## config.mk

```make
export PLATFORM = sky130hd
export DESIGN_NAME = bht_update_queue
export DESIGN_NICKNAME = d
export VERILOG_FILES = /design/src/rtl/bht_update_queue.sv
export SDC_FILE = /design/constraint.sdc
export NUM_CORES = 1
export LEC_CHECK = 0
export CAP_MARGIN = 30
export CORE_UTILIZATION = 35
export CTS_BUF_LIST = sky130_fd_sc_hd__clkbuf_8
export DETAILED_ROUTE_END_ITERATION = 7
export PLACE_DENSITY = 0.57
export RECOVER_POWER = 50
export SLEW_MARGIN = 25
export SYNTH_ARGS = -nofsm -noshare
export SYNTH_HDL_FRONTEND = slang
export SYNTH_SLANG_ARGS = --single-unit
export TNS_END_PERCENT = 10
```

## constraint.sdc

```tcl
create_clock -name clk_i -period 3.4 [get_ports clk_i]
set_input_delay 0.51 -clock clk_i [delete_from_list [all_inputs] [get_ports clk_i]]
set_output_delay 0.51 -clock clk_i [all_outputs]
set_load 0.03 [all_outputs]
```

## src/rtl/bht_update_queue.sv

```systemverilog
// bht_update_queue
//   Decouples resolved-branch updates coming out of execute from the BHT
//   write port. Updates are buffered in a DEPTH-entry circular FIFO and
//   drained in order whenever the BHT signals ready. Execute has no
//   backpressure, so an update that arrives while the queue is full, with no
//   drain in the same cycle, is dropped (newest lost) and counted.
//
// Ports
//   clk_i, rst_ni        clock, async active-low reset
//   flush_bp_i           empties the queue at the next edge, no drain
//   debug_mode_i         freezes the queue (no push, no drain)
//   res_*_i              resolved branch {pc, taken, index} from execute
//   upd_*_o, upd_ready_i head entry presented to the BHT, valid/ready
//   occupancy_o          stored entry count
//   drop_cnt_o           saturating count of dropped updates
module bht_update_queue #(
  parameter int unsigned VLEN   = 64,
  parameter int unsigned IDX_W  = 9,
  parameter int unsigned DEPTH  = 4,
  parameter int unsigned DROP_W = 8
) (
  input  logic                     clk_i,
  input  logic                     rst_ni,
  input  logic                     flush_bp_i,
  input  logic                     debug_mode_i,
  input  logic                     res_valid_i,
  input  logic [VLEN-1:0]          res_pc_i,
  input  logic                     res_taken_i,
  input  logic [IDX_W-1:0]         res_index_i,
  output logic                     upd_valid_o,
  output logic [VLEN-1:0]          upd_pc_o,
  output logic                     upd_taken_o,
  output logic [IDX_W-1:0]         upd_index_o,
  input  logic                     upd_ready_i,
  output logic [$clog2(DEPTH):0]   occupancy_o,
  output logic [DROP_W-1:0]        drop_cnt_o
);

  localparam int unsigned PTR_W = $clog2(DEPTH);
  localparam int unsigned CNT_W = PTR_W + 1;

  typedef struct packed {
    logic [VLEN-1:0]  pc;
    logic             taken;
    logic [IDX_W-1:0] idx;
  } entry_t;

  entry_t             mem_q [DEPTH];
  logic [PTR_W-1:0]   wr_ptr_q, wr_ptr_d;
  logic [PTR_W-1:0]   rd_ptr_q, rd_ptr_d;
  logic [CNT_W-1:0]   cnt_q, cnt_d;
  logic [DROP_W-1:0]  drop_q, drop_d;

  logic   accept, full, push, pop, drop;
  entry_t head;

  // Debug and flush both gate the head so nothing leaves the queue.
  assign upd_valid_o = (cnt_q != '0) && !debug_mode_i && !flush_bp_i;
  assign pop         = upd_valid_o && upd_ready_i;
  assign accept      = res_valid_i && !debug_mode_i && !flush_bp_i;
  assign full        = (cnt_q == CNT_W'(DEPTH));
  // A drain in the same cycle frees the slot even when full.
  assign push        = accept && (!full || pop);
  assign drop        = accept && full && !pop;

  assign head        = mem_q[rd_ptr_q];
  assign upd_pc_o    = head.pc;
  assign upd_taken_o = head.taken;
  assign upd_index_o = head.idx;
  assign occupancy_o = cnt_q;
  assign drop_cnt_o  = drop_q;

  always_comb begin
    wr_ptr_d = wr_ptr_q;
    rd_ptr_d = rd_ptr_q;
    cnt_d    = cnt_q;
    drop_d   = drop_q;
    if (flush_bp_i) begin
      wr_ptr_d = '0;
      rd_ptr_d = '0;
      cnt_d    = '0;
    end else begin
      // DEPTH is a power of two, so pointer overflow is the wrap.
      if (push) wr_ptr_d = wr_ptr_q + PTR_W'(1);
      if (pop)  rd_ptr_d = rd_ptr_q + PTR_W'(1);
      case ({push, pop})
        2'b10:   cnt_d = cnt_q + CNT_W'(1);
        2'b01:   cnt_d = cnt_q - CNT_W'(1);
        default: cnt_d = cnt_q;
      endcase
    end
    if (drop && (drop_q != '1)) drop_d = drop_q + DROP_W'(1);
  end

  always_ff @(posedge clk_i or negedge rst_ni) begin
    if (!rst_ni) begin
      wr_ptr_q <= '0;
      rd_ptr_q <= '0;
      cnt_q    <= '0;
      drop_q   <= '0;
    end else begin
      wr_ptr_q <= wr_ptr_d;
      rd_ptr_q <= rd_ptr_d;
      cnt_q    <= cnt_d;
      drop_q   <= drop_d;
    end
  end

  // Payload storage needs no reset: it is only observed behind upd_valid_o.
  always_ff @(posedge clk_i) begin
    if (push) mem_q[wr_ptr_q] <= entry_t'{pc: res_pc_i, taken: res_taken_i, idx: res_index_i};
  end

endmodule

```

==> flow_summary_export.csv <==
group,metric,value,unit
worst_setup_path,worstPathRequired,2890,ps
synthesis,yosys_warnings,0,
synthesis,synth_xor_area_frac,0.00757,
cells_and_area,stdcell_count,1168,
power_and_ir_drop,p_switching,0.00183,W
sta,finalCritPeriodShare,0.947,
status,run_status,"completed",
global_routing,grt_pass1_wl,34.8,mm
synthesis,synthFlopType,"edfxtp_1",
route,post_drt_wl_per_cell,19.2,um
global_routing,grtUsageMet2,0.228,
route,final_antenna_net_count,0,
power_and_ir_drop,switching_share,0.224,
global_routing,grt_max_degree,47,
place,detailedPlace.worstSlack,562,ps
floorplan,die_area,33800,um2
synthesis,synth_nets,554,
synthesis,synthTopCellsByArea,"edfxtp_1 77%, mux4_2 14%, dfrtp_1 3.2%",
power_and_ir_drop,p_seq_frac,0.527,
floorplan,die_w,184,um
power_and_ir_drop,leakagePower,4.80,nW
worst_setup_path,worstPathArrival,2710,ps
global_routing,antenna_found_initial,4,
floorplan,start_util,0.356,
job,drv_cap,0,
sta,fmax,311,MHz
cells_and_area,drive_gt1_frac,0.227,
synthesis,synth_top_family_by_area,"multiplexers",
power_and_ir_drop,combPwrFrac,0.093,
cts,clk_latency,550,ps
worst_setup_path,path_class,"register to output pin",
place,dp_cells,1072,
cts,post_cts_buffers,0,
route,drtPass1Iterations,4,
cts,cts_buffers,50,
worst_setup_path,cp-start-kind,"register",
global_routing,busiest_layer,"met2",
synthesis,yosys.area_share.simple,0.0215,
sta,worst_pin_slew,1480,ps
global_routing,grt_usage,0.137,
sta,finClkSkew,20.8,ps
sta,finalMaxSlewViolations,0,
worst_setup_path,path_cells,"buf_12 > mux4_2 > clkdlybuf4s50_1",
cts,cts.htree.levels,2,
sta,tns,0,ps
cts,cts_tree,"built",
global_routing,grtUsageMet1,0.172,
sta,hold_viol,0,
synthesis,synth_enable_flop_cells,296,
synthesis,ys_ff_latch,311,
power_and_ir_drop,clockPowerShare,0.380,
synthesis,synth_compound_area_frac,0.00584,
sta,hold_ws,447,ps
global_routing,grt_overflow,0,
synthesis,syn_area,11600,um2
cells_and_area,nets,768,
synthesis,netlist-cell-type-count,40,
cts,cts.hold.buffers_added,0,
sta,finalCriticalPeriod,3220,ps
route,vias_per_cell,4.75,
route,dr.first_iter.drc_count,324,
cts,path_clk_slew,60,ps
power_and_ir_drop,ir_drop,0.000225,V
worst_setup_path,critPathMaxFanout,27,
sta,worst_slack,182,ps
synthesis,synthCells,468,
worst_setup_path,r2r_setup_slack,620,ps
cts,ctsRootBufferMaster,"clkbuf_8",
synthesis,synth-async-reset-ratio,0.0482,
route,wirelength,22.5,mm
power_and_ir_drop,intPower,0.00633,W
power_and_ir_drop,total_power,0.00816,W
synthesis,yosysTopAreaCell,"edfxtp_1",
cells_and_area,area_growth,28.7,%
synthesis,avgSynthCellArea,24.7,um2
sta,slew_headroom,0.0141,
floorplan,fp-row-count,66,
hold_path,hold_class,"primary input to asynchronous set/reset pin",
route,drc,0,
floorplan,io_pins,166,
global_routing,grt_pass1_vias,6172,
global_routing,met3_usage,0.0392,
place,gp_congestion,0.772,
floorplan,fp.dieH,184,um
sta,rsz0062_at_grt,"no",
route,num_vias,5543,
place,dp_hpwl,13.6,mm
cts,cts.sinks,311,
power_and_ir_drop,power_density,548,nW/um2
sta,setup_viol,0,
cts,cts_buffer_depth,3,
synthesis,synth_top_area_frac,0.768,
floorplan,core,32500,um2
worst_setup_path,worstSetupEndpointType,"output pin",
synthesis,yosys-mux-area-fraction,0.149,
synthesis,ys_seq_area_frac,0.800,
cts,cts_resized,0,
place,portBuffers,165,
worst_setup_path,cp_slowest_cell,"dfrtp_4",
synthesis,synth_fa_ha_area_frac,0.00714,
worst_setup_path,max_stage_delay,670,ps
[stage by stage]
stage / utilization / instance area, um2
floorplan: - / 11600
finish: 0.458 / 14900
global route: 0.458 / 14900
global placement: 0.429 / 14000
CTS: 0.460 / 15000
detailed placement: 0.429 / 14000
[synth_stat cells (all sizes together) (4+ instances only)]
cell / n
buf: 12
ha: 5
edfxtp: 296
mux4: 74
dfrtp: 15
nand4: 4
and2: 4
xnor2: 7
clkbuf: 6
nor2: 6
[final timing paths]
| kind | start | to | cells after the start |
|---|---|---|---|
| min | rst_ni | rd_ptr_q[1] | 1 |
| min in group clk_i | drop_cnt_o[7] | drop_cnt_o[7] | 1 |
| min reg2reg | drop_cnt_o[7] | drop_cnt_o[7] | 1 |
| max | rd_ptr_q[0] | upd_index_o[1] | 3 |
| max in group asynchronous | rst_ni | rd_ptr_q[0] | 1 |
| max reg2reg | occupancy_o[2] | mem_q[2][5] | 4 |
[layout make-up]
| class | instances | area (um2) |
|---|---|---|
| fillers | 2800 | 17600 |
| flip-flops and latches | 311 | 9270 |
| multi-input cells | 137 | 2180 |
| repair buffers | 180 | 1880 |
| clock buffers | 58 | 798 |
| well taps | 442 | 553 |
| clock inverters | 36 | 200 |
| inverters | 2 | 7.51 |
| diodes | 2 | 5.00 |
[layout by cell type (no fill, tap or decap), drive strengths merged, types with 2 or more instances in the layout]
master,n
and2,4
and3,3
buf,12
bufinv,2
clkbuf,61
clkdlybuf4s50,90
clkinv,13
dfrtp,15
diode,2
dlygate4sd3,75
edfxtp,296
ha,5
inv,22
mux2,3
mux2i,2
mux4,74
nand2,3
nand3,2
nand4,4
nor2,6
nor2b,2
nor3,3
nor3b,2
nor4b,3
o311ai,2
xnor2,7
xor2,3
[sequential cells by signal, indices dropped and copies added (netlist names)]
name         flops
wr_ptr_q         2
occupancy_o      3
rd_ptr_q         2
mem_q          296
drop_cnt_o       8
[cells by family after synthesis]
| group | Yosys count |
|---|---|
| XOR/XNOR | 10 |
| AND/OR/NAND/NOR | 36 |
| multiplexers | 79 |
| buffers and inverters | 20 |
| adder cells (fa/ha/maj) | 6 |
| flip-flops | 311 |
| AO/OA/AOI/OAI | 6 |
[critical path: cells and delay by family (launching register included)]
| family | cells | cell delay (ps) |
|---|---|---|
| mux | 1 | 560 |
| buf+inv | 2 | 940 |
| flops | 1 | 670 |
[layer usage]
metal	routed length [um]	up-vias
met3	1370	45
met5	25	-
met1	9480	2903
met2	11200	156
li1	-	2435
met4	442	4
[power groups by stage]
stage | clock [W] | sequential [W] | combinational (W)
after floorplan | 0 | 0.00438 | 0.000419
after global placement | 0 | 0.00437 | 0.000787
after detailed placement | 0 | 0.00438 | 0.000800
after CTS | 0.00321 | 0.00430 | 0.000804
after global routing | 0.00338 | 0.00430 | 0.000809
final | 0.00310 | 0.00430 | 0.000762
(Power assumes the default switching activity.)
